### src/rtl/adder_defs.vh
// Shared constants and elaboration checks for the pipelined adder family.
`ifndef ADDER_DEFS_VH
`define ADDER_DEFS_VH

`define ADDER_OP_ADD         1'b0
`define ADDER_OP_SUB         1'b1
`define ADDER_DEFAULT_WIDTH  8
`define ADDER_DEFAULT_STAGES 2

// Expands to a generate-if; place it directly in a module body.
`define ADDER_CHECK_DIV(W, S) \
    if (((S) < 1) || (((W) % (S)) != 0)) begin : g_bad_div \
        $error("pipelined_adder: WIDTH must be a positive multiple of STAGES"); \
    end

`endif

### src/rtl/pipelined_adder_pkg.sv
// Package: opcode encodings, default geometry and segment sizing helper.
package pipelined_adder_pkg;
`include "adder_defs.vh"

    localparam logic OP_ADD = `ADDER_OP_ADD;
    localparam logic OP_SUB = `ADDER_OP_SUB;

    localparam int ADDER_DEF_WIDTH  = `ADDER_DEFAULT_WIDTH;
    localparam int ADDER_DEF_STAGES = `ADDER_DEFAULT_STAGES;

    function automatic int seg_width(input int width, input int stages);
        return width / stages;
    endfunction

endpackage

### src/rtl/adder_seg.sv
// SEG-bit ripple-carry adder segment built from full-adder cells.
// Latency: combinational. Backpressure: none (pure datapath).
// Carry-in enters bit 0; carry-out leaves the top cell.
module adder_seg #(
    parameter int SEG = 4
) (
    input  logic [SEG-1:0] a,
    input  logic [SEG-1:0] b,
    input  logic           cin,
    output logic [SEG-1:0] s,
    output logic           cout
);

    logic [SEG:0] c;

    assign c[0] = cin;

    for (genvar i = 0; i < SEG; i++) begin : g_cell
        assign s[i]   = a[i] ^ b[i] ^ c[i];
        assign c[i+1] = (a[i] & b[i]) | (c[i] & (a[i] ^ b[i]));
    end

    assign cout = c[SEG];

endmodule

### src/rtl/pipelined_adder.sv
// Pipelined WIDTH-bit add/subtract, carry chain split into STAGES segments.
// Latency: STAGES cycles accept-to-valid, 1 beat/cycle; optional ovf under PIPELINED_ADDER_OVF_EN.
// Backpressure: out_valid && !out_ready freezes the whole pipe; in_ready = !stall, no skid.
`include "adder_defs.vh"

module pipelined_adder
    import pipelined_adder_pkg::*;
#(
    parameter int WIDTH  = ADDER_DEF_WIDTH,
    parameter int STAGES = ADDER_DEF_STAGES
) (
    input  logic             clk,
    input  logic             rst_n,
    input  logic             in_valid,
    output logic             in_ready,
    input  logic [WIDTH-1:0] a,
    input  logic [WIDTH-1:0] b,
    input  logic             ci,
    input  logic             op,
    output logic             out_valid,
    input  logic             out_ready,
`ifdef PIPELINED_ADDER_OVF_EN
    output logic             ovf,
`endif
    output logic [WIDTH-1:0] s,
    output logic             co
);

    localparam int SEG = seg_width(WIDTH, STAGES);

    `ADDER_CHECK_DIV(WIDTH, STAGES)

    logic             stall;
    logic             adv;
    logic [WIDTH-1:0] b_eff;

    assign stall    = out_valid && !out_ready;
    assign adv      = !stall;
    assign in_ready = !stall;
    assign b_eff    = (op == OP_SUB) ? ~b : b;

    // d_q carries finished sum segments below k and untouched A segments
    // above; the skew register holds only the B' segments still to be added.
    for (genvar k = 0; k < STAGES; k++) begin : g_stage
        localparam int BW_IN = WIDTH - k * SEG;

        logic             v_in;
        logic             c_in;
        logic [WIDTH-1:0] d_in;
        logic [BW_IN-1:0] bx_in;
        logic [SEG-1:0]   seg_s;
        logic             seg_co;
        logic [WIDTH-1:0] d_nxt;
        logic             v_q;
        logic             c_q;
        logic [WIDTH-1:0] d_q;

        if (k == 0) begin : g_src
            assign v_in  = in_valid;
            assign c_in  = ci;
            assign d_in  = a;
            assign bx_in = b_eff;
        end else begin : g_src
            assign v_in  = g_stage[k-1].v_q;
            assign c_in  = g_stage[k-1].c_q;
            assign d_in  = g_stage[k-1].d_q;
            assign bx_in = g_stage[k-1].g_skew.bx_q;
        end

        adder_seg #(
            .SEG (SEG)
        ) u_seg (
            .a    (d_in[k*SEG +: SEG]),
            .b    (bx_in[SEG-1:0]),
            .cin  (c_in),
            .s    (seg_s),
            .cout (seg_co)
        );

        always_comb begin
            d_nxt                = d_in;
            d_nxt[k*SEG +: SEG]  = seg_s;
        end

        always_ff @(posedge clk or negedge rst_n) begin
            if (!rst_n) begin
                v_q <= 1'b0;
                c_q <= 1'b0;
                d_q <= '0;
            end else if (adv) begin
                v_q <= v_in;
                c_q <= seg_co;
                d_q <= d_nxt;
            end
        end

        if (k < STAGES - 1) begin : g_skew
            logic [BW_IN-SEG-1:0] bx_q;

            always_ff @(posedge clk or negedge rst_n) begin
                if (!rst_n) begin
                    bx_q <= '0;
                end else if (adv) begin
                    bx_q <= bx_in[BW_IN-1:SEG];
                end
            end
        end

`ifdef PIPELINED_ADDER_OVF_EN
        if (k == STAGES - 1) begin : g_ovf
            logic c_msb;
            logic ovf_q;

            // Carry into the MSB recovered from the MSB sum bit and its operands.
            assign c_msb = d_in[WIDTH-1] ^ bx_in[SEG-1] ^ seg_s[SEG-1];

            always_ff @(posedge clk or negedge rst_n) begin
                if (!rst_n) begin
                    ovf_q <= 1'b0;
                end else if (adv) begin
                    ovf_q <= c_msb ^ seg_co;
                end
            end
        end
`endif
    end

    assign out_valid = g_stage[STAGES-1].v_q;
    assign s         = g_stage[STAGES-1].d_q;
    assign co        = g_stage[STAGES-1].c_q;
`ifdef PIPELINED_ADDER_OVF_EN
    assign ovf       = g_stage[STAGES-1].g_ovf.ovf_q;
`endif

endmodule

### config.mk
export PLATFORM = sky130hd
export DESIGN_NAME = pipelined_adder
export DESIGN_NICKNAME = d
export VERILOG_FILES = /design/src/rtl/pipelined_adder_pkg.sv /design/src/rtl/adder_seg.sv /design/src/rtl/pipelined_adder.sv
export VERILOG_INCLUDE_DIRS = /design/src /design/src/rtl
export SDC_FILE = /design/constraint.sdc
export NUM_CORES = 1
export LEC_CHECK = 0
export ABC_AREA = 1
export CAP_MARGIN = 20
export CORE_MARGIN = 2
export CORE_UTILIZATION = 44
export CTS_BUF_LIST = sky130_fd_sc_hd__clkbuf_8
export CTS_CLUSTER_SIZE = 16
export DETAILED_ROUTE_END_ITERATION = 7
export GPL_TIMING_DRIVEN = 0
export PLACE_DENSITY = 0.77
export SLEW_MARGIN = 20
export SYNTH_ARGS = -nofsm -noshare
export SYNTH_HDL_FRONTEND = slang
export SYNTH_SLANG_ARGS = --single-unit
### constraint.sdc
create_clock -name clk -period 2.14 [get_ports clk]
set_input_delay 0.428 -clock clk [delete_from_list [all_inputs] [get_ports clk]]
set_output_delay 0.428 -clock clk [all_outputs]
set_load 0.03 [all_outputs]
==> impl_metrics.py, run 1 <==
metrics = {
    "cts": {
        "cts_buffers": 3,
        "cts_tree": "yes",
        "clock_latency_ps": 270,
        "cts_hold_buf": 0,
        "ctsRootBufferMaster": "clkbuf_8",
        "htreeDepth": 1,
        "cts.sinks": 24,
        "clk_pin_slew_ps": 80,
        "cts_buffer_depth": 2,
    },
    "placed_design": {
        "postPlaceCellArea_mm2": 0.00158,
        "portBuffers": 31,
        "gp_congestion": 0.755,
        "dp.cells": 196,
        "dp.final_hpwl_mm": 1.75,
    },
    "setup_path": {
        "cp_num_buf_inv": 3,
        "max_stage_delay_ps": 410,
        "worstPathRequired_ps": 2340,
        "cp-end-kind": "flip-flop",
        "r2r_slack_ps": 70,
        "cp.depth": 8,
        "start_kind": "flip-flop",
        "endpoint": "s[7]",
        "r2r_cells": 8,
        "setup.worst_path.class": "reg -> reg",
        "cp_cell_sequence": "fa_2 -> inv_2 -> fa_1 -> inv_1 -> fa_2 -> inv_2 -> fa_1 -> o21ai_1",
        "startpoint": "g_stage[0].g_skew.bx_q[0]",
        "crit_fanout": 2,
        "path_delay_family": "adder cells",
        "r2r-start": "g_stage[0].g_skew.bx_q[0]",
        "critPathSlowestCell": "dfrtp_1",
        "crit_arrival_ps": 2270,
        "r2r-end": "s[7]",
    },
    "run": {
        "max_cap_viol_count": 0,
    },
    "sta": {
        "worst_pin_slew_ps": 511,
        "rsz0062_at_grt": "true",
        "setup_tns_ps": 0,
        "setup_viol": 0,
        "finClkSkew_ps": 2.21,
        "maxSlewViolCount": 0,
        "clock.fmax_mhz": 483,
        "hold_ws_ps": 117,
        "period_minus_slack_ps": 2070,
        "hold_violations": 0,
        "layout_worst_path_cycle_share_pct": 96.6,
        "slew_headroom_pct": 65.9,
    },
    "synthesis": {
        "yosysSeqAreaShare_pct": 49.5,
        "syn_area_per_cell_um2": 9.06,
        "synth_nets": 164,
        "ys_types": 15,
        "ys_seq_elements": 24,
        "mappedNetlistArea_mm2": 0.00121,
        "syn_inst": 134,
        "synth.yosys.warnings": 0,
    },
    "global_route": {
        "grt_pass1_wl_mm": 4.31,
        "grt_max_degree": 25,
        "antenna_found_initial": 0,
        "grt-ovfl-total": 0,
        "grt_use_total_pct": 17.8,
        "grt_pass1_vias": 1001,
    },
    "die": {
        "io_pins": 33,
        "start_util_pct": 45.2,
        "die_h_um": 56.5,
        "core-area_mm2": 0.00269,
        "dieArea_mm2": 0.00319,
        "fp.dieW_um": 56.5,
        "num_rows": 19,
    },
    "routing": {
        "first_pass_iters": 4,
        "wl_per_cell_um": 11.9,
        "remaining_drc_errors": 0,
        "routed_wirelength_mm": 2.40,
        "ant_nets": 0,
        "routed_via_density": 4.69,
        "drt_iter0_drc": 16,
        "vias": 943,
    },
    "pwr": {
        "powerDensity_mw_per_mm2": 921,
        "leakage_nw": 0.833,
        "finalPower_mw": 1.54,
        "peakVddDrop_mv": 0.549,
    },
    "finish": {
        "n_antenna_cell": 0,
        "regArea_um2": 601,
        "mostFrequentLayoutCells": "56 x nand2_1, 25 x clkdlybuf4s50_1, 24 x dfrtp_1",
        "fillers": 239,
        "fin_nets": 201,
        "layout_commonest_cell": "nand2_1",
        "area_growth_pct": 37.5,
        "multi_input_area_um2": 527,
        "drive_above_1_share_pct": 18.2,
        "final_cells": 201,
        "design_area_mm2": 0.00167,
    },
    "min_path": {
        "hp-class": "in -> async",
    },
    "status": {
        "status": "finished clean",
    },
}
==> registers in the layout, summed over array words and instances (netlist names) <==
signal and flops:
co 1, g_stage.c_q 1, g_stage.d_q 8, g_stage.g_skew.bx_q 4
g_stage.v_q 1, out_valid 1, s 8
==> cells in the mapped netlist, drive strengths merged <==
master	instances	area share, %
xnor2	2	1.4
o21ai	10	4.1
nand2	57	18
xor2	2	1.4
inv	22	6.8
nor2	1	0.93
nand3	3	1.2
fa	8	13
buf	5	3.5
dfrtp	24	49
==> final cells by class <==
class                      instances  share of cell area [%]
sequential                        24                    36.0
multi-input combinational         83                    31.6
timing repair buffer              32                    18.4
inverter                          22                    4.95
buffer                             5                    3.45
clock buffer                       4                    3.30
tap                               31                    2.32
==> kinds of logic (layout without fill, tap and decap cells) <==
logic type	count (synthesis)	in the layout	share of synthesized area (%)
flops	24	24	49.5
buf+inv	27	63	10.3
compound gates	10	10	4.12
fa+ha+maj	8	8	13.2
xor+xnor	4	4	2.89
simple gates	61	61	20.0
==> worst min-delay path by stage <==
stage | cells past startpoint | end | start | slack [ps]
floorplan | 0 | co | rst_n | 130
global placement | 2 | out_valid | g_stage[0].v_q | 430
detailed placement | 2 | out_valid | g_stage[0].v_q | 440
CTS | 2 | out_valid | g_stage[0].v_q | 480
global route | 1 | co | rst_n | 150
finish | 1 | g_stage[0].v_q | rst_n | 120
==> power breakdown <==
| group | total (mW) | switching [mW] | leakage [nW] | internal [mW] |
|---|---|---|---|---|
| Combinational | 0.596 | 0.336 | 0.517 | 0.260 |
| Clock | 0.310 | 0.145 | 0.0288 | 0.164 |
| Sequential | 0.631 | 0.0622 | 0.288 | 0.569 |
==> routing by layer <==
metal | track usage [%] | part of all wire (%)
met5 | 0 | 0
met4 | 7.14 | 2.0
met3 | 4.15 | 4.7
met2 | 31.4 | 51
met1 | 20.5 | 42
==> metrics by stage <==
| stage | utilization [%] | setup slack [ps] |
|---|---|---|
| 2_1_floorplan | - | -150 |
| 3_3_place_gp | 59.0 | -556 |
| 3_5_place_dp | 59.0 | -602 |
| 4_1_cts | 62.4 | -11.4 |
| 5_1_grt | 62.1 | -3.62 |
| 6_report | 62.1 | 71.7 |
==> worst register-to-register path: stages, from the launching register on <==
cell and delay (ps):
dfrtp_1 410, fa_2 390, inv_2 60, fa_1 160, inv_1 60, fa_2 330
inv_2 60, fa_1 390, o21ai_1 140
==> what timing repair did <==
| item | CTS | global route |
|---|---|---|
| resized for setup | 23 | 4 |
| setup endpoints to repair | 4 | 3 |
| setup buffers | 1 | 0 |
| pin swaps | 8 | 7 |
Note: power is estimated with default switching activity, not from simulation.
==> run 2: changes to the inputs <==
ABC_AREA = default   (was 1)
CORE_UTILIZATION = 45   (was 44)
PLACE_DENSITY = 0.78   (was 0.77)
clock period = 1.7 ns   (was 2.14 ns; I/O delays follow)
==> run 2 against run 1 <==
  * The flow now finishes with violations (negative setup slack)
  * Via count shrank 17%
  * Design area increased by 6.5%
  * Sequential share of layout area is 2.2 points lower
  * Highest routed layer unchanged
  * Routed wire length fell by 12%
  * Non-clock buffer count grew 7
  * Critical path depth increased by 2
  * Flip-flop and latch count stayed put
  * Clock power up 24%
  * Combinational power rose by 53%
==> impl_metrics.py, run 2 <==
metrics = {
    "status": {
        "status": "finished with violations",
        "violations": "negative setup slack",
    },
    "setup_path": {
        "crit_fanout": 1,
        "critPathSlowestCell": "fa_1",
        "cp-end-kind": "flip-flop",
        "start_kind": "input port",
        "worstPathRequired_ps": 1860,
        "max_stage_delay_ps": 390,
        "setup.worst_path.class": "in -> reg",
        "r2r_cells": 8,
        "crit_arrival_ps": 2270,
        "cp.depth": 10,
        "cp_num_buf_inv": 4,
        "path_delay_family": "adder cells",
        "cp_cell_sequence": "buf_8 -> xnor2_4 -> fa_2 -> inv_2 -> fa_2 -> inv_2 -> fa_2 -> inv_2 -> fa_1 -> mux2_4",
    },
    "synthesis": {
        "synth_edf_count": 0,
        "yosys.area.top_type": "dfrtp_1",
        "yosysSeqAreaShare_pct": 47.9,
        "syn_inst": 88,
        "async_reset_ff_share_pct": 100,
        "ys_types": 15,
        "synth.yosys.warnings": 0,
        "synth_ff_type": "dfrtp_1",
        "mappedNetlistArea_mm2": 0.00125,
        "synth_top_area_share_pct": 47.9,
        "synth_nets": 118,
        "synthTopCellsByArea": "dfrtp_1 48%, mux2_4 13%, fa_1 13%",
        "syn_area_per_cell_um2": 14.3,
        "synth.top_cells.by_count": "24 x dfrtp_1, 14 x inv_1, 11 x mux2_4",
        "ys_seq_elements": 24,
        "yosysMostFrequentCell": "dfrtp_1",
    },
    "cts": {
        "ctsRootBufferMaster": "clkbuf_8",
        "clock_latency_ps": 270,
        "cts.sinks": 24,
        "cts_buffer_depth": 2,
        "cts_hold_buf": 0,
        "htreeDepth": 1,
        "cts_buffers": 3,
        "cts_tree": "yes",
        "clk_pin_slew_ps": 80,
    },
    "placed_design": {
        "portBuffers": 31,
        "dp_slack_ps": -1150,
        "postPlaceCellArea_mm2": 0.00166,
        "dp.final_hpwl_mm": 1.63,
        "gp_congestion": 0.725,
    },
    "pwr": {
        "leakage_nw": 0.813,
        "p_int_mw": 1.43,
        "p_switching_mw": 0.693,
        "powerDensity_mw_per_mm2": 1190,
        "swShare_pct": 32.7,
        "peakVddDrop_mv": 0.889,
        "p_seq_share_pct": 38.9,
        "p_comb_share_pct": 43.1,
        "clkPwrFrac_pct": 18.1,
    },
    "routing": {
        "routed_via_density": 4.80,
        "highest_layer": "met4",
        "remaining_drc_errors": 0,
        "wl_met2_mm": 1.07,
        "ant_nets": 0,
        "wl_met1_um": 895,
        "vias": 782,
        "routed_wirelength_mm": 2.12,
        "first_pass_iters": 4,
        "drt_iter0_drc": 12,
        "wl_per_cell_um": 13.0,
        "wl_met3_um": 96,
    },
    "sta": {
        "slew_headroom_pct": 65.9,
        "worst_pin_slew_ps": 512,
        "fin_ws_ps": -410,
        "maxSlewViolCount": 0,
        "period_minus_slack_ps": 2110,
        "rsz0062_at_grt": "true",
        "hold_violations": 0,
        "clock.fmax_mhz": 474,
        "finClkSkew_ps": 2.50,
        "layout_worst_path_cycle_share_pct": 124,
        "setup_viol": 5,
    },
    "global_route": {
        "grt-ovfl-total": 0,
        "grt_use_total_pct": 15.3,
        "grt_pass1_vias": 863,
        "grt_pass1_wl_mm": 3.78,
        "antenna_found_initial": 0,
        "grt_max_degree": 25,
    },
    "die": {
        "num_rows": 19,
        "core-area_mm2": 0.00271,
        "start_util_pct": 46.3,
        "dieArea_mm2": 0.00323,
        "die_h_um": 56.8,
        "io_pins": 33,
        "fp.dieW_um": 56.8,
    },
    "min_path": {
        "hp-class": "in -> async",
    },
    "finish": {
        "multi_input_area_um2": 594,
        "regArea_um2": 601,
        "drive_above_1_share_pct": 41.7,
        "design_area_mm2": 0.00178,
        "area_growth_pct": 41.7,
        "mostFrequentLayoutCells": "24 x dfrtp_1, 23 x clkdlybuf4s50_1, 12 x mux2_4",
        "fin_nets": 163,
        "n_antenna_cell": 0,
        "fillers": 209,
        "layout_commonest_cell": "dfrtp_1",
    },
    "run": {
        "max_cap_viol_count": 0,
    },
}
-- run 2: area by class of cell --
class	instances	share of cell area, %
Sequential cell	24	33.8
Multi-Input combinational cell	46	33.4
Timing Repair Buffer	40	20.8
Buffer	4	3.73
Clock buffer	4	3.10
Inverter	14	2.96
Tap cell	31	2.18
-- run 2: path summary, 6_finish.rpt --
path	to	slack [ps]	startpoint
min reg2reg	out_valid	480	g_stage[0].v_q
max	g_stage[0].d_q[3]	-410	b[0]
max reg2reg	s[7]	-370	g_stage[0].g_skew.bx_q[0]
max in group asynchronous	g_stage[0].d_q[4]	1320	rst_n
min	s[7]	30	rst_n
min in group clk	out_valid	480	g_stage[0].v_q
-- run 2: timing repair --
item                                    in CTS  in global routing
cloned                                       0                  0
pin swaps                                   10                  9
gates resized for setup                     18                  9
setup buffers                                5                  4
endpoints found under the setup margin       9                  8
-- run 2: metrics by stage --
step / TNS, ps / total power, mW / hold slack (ps) / utilization [%] / std cells
finish: -1360 / 2.12 / 32.4 / 65.6 / 163
global placement: -4660 / 1.69 / 449 / 61.1 / 150
floorplan: -1830 / 1.38 / 44.4 / - / 88
CTS: -1450 / 2.13 / 484 / 64.3 / 159
detailed placement: -4890 / 1.72 / 463 / 61.1 / 150
global route: -1700 / 2.25 / 80.6 / 65.6 / 163
-- run 2: kinds of logic after synthesis --
| kind of cell | Yosys count | synth area share [%] |
|---|---|---|
| xor gates and xnor gates | 8 | 5.58 |
| AOI/OAI and AO/OA | 5 | 1.99 |
| DFF | 24 | 47.9 |
| muxes | 18 | 19.2 |
| and+or+nand+nor | 7 | 4.59 |
| adders and majority gates | 8 | 12.8 |
| buffers and inverters | 18 | 7.98 |
-- run 2: power groups by stage --
stage                     combinational (mW)  sequential (mW)  clock, mW
after floorplan                        0.370             1.01          0
after global placement                 0.861            0.830          0
after detailed placement               0.880            0.840          0
after CTS                              0.906            0.826      0.395
after global routing                   0.986            0.845      0.415
final                                  0.914            0.824      0.383
-- run 2: layer usage --
metal | up-vias | global-route usage, %
met5 | - | 0
met4 | 0 | 7.31
met3 | 7 | 2.76
met2 | 24 | 25.1
met1 | 386 | 19.6
li1 | 365 | -
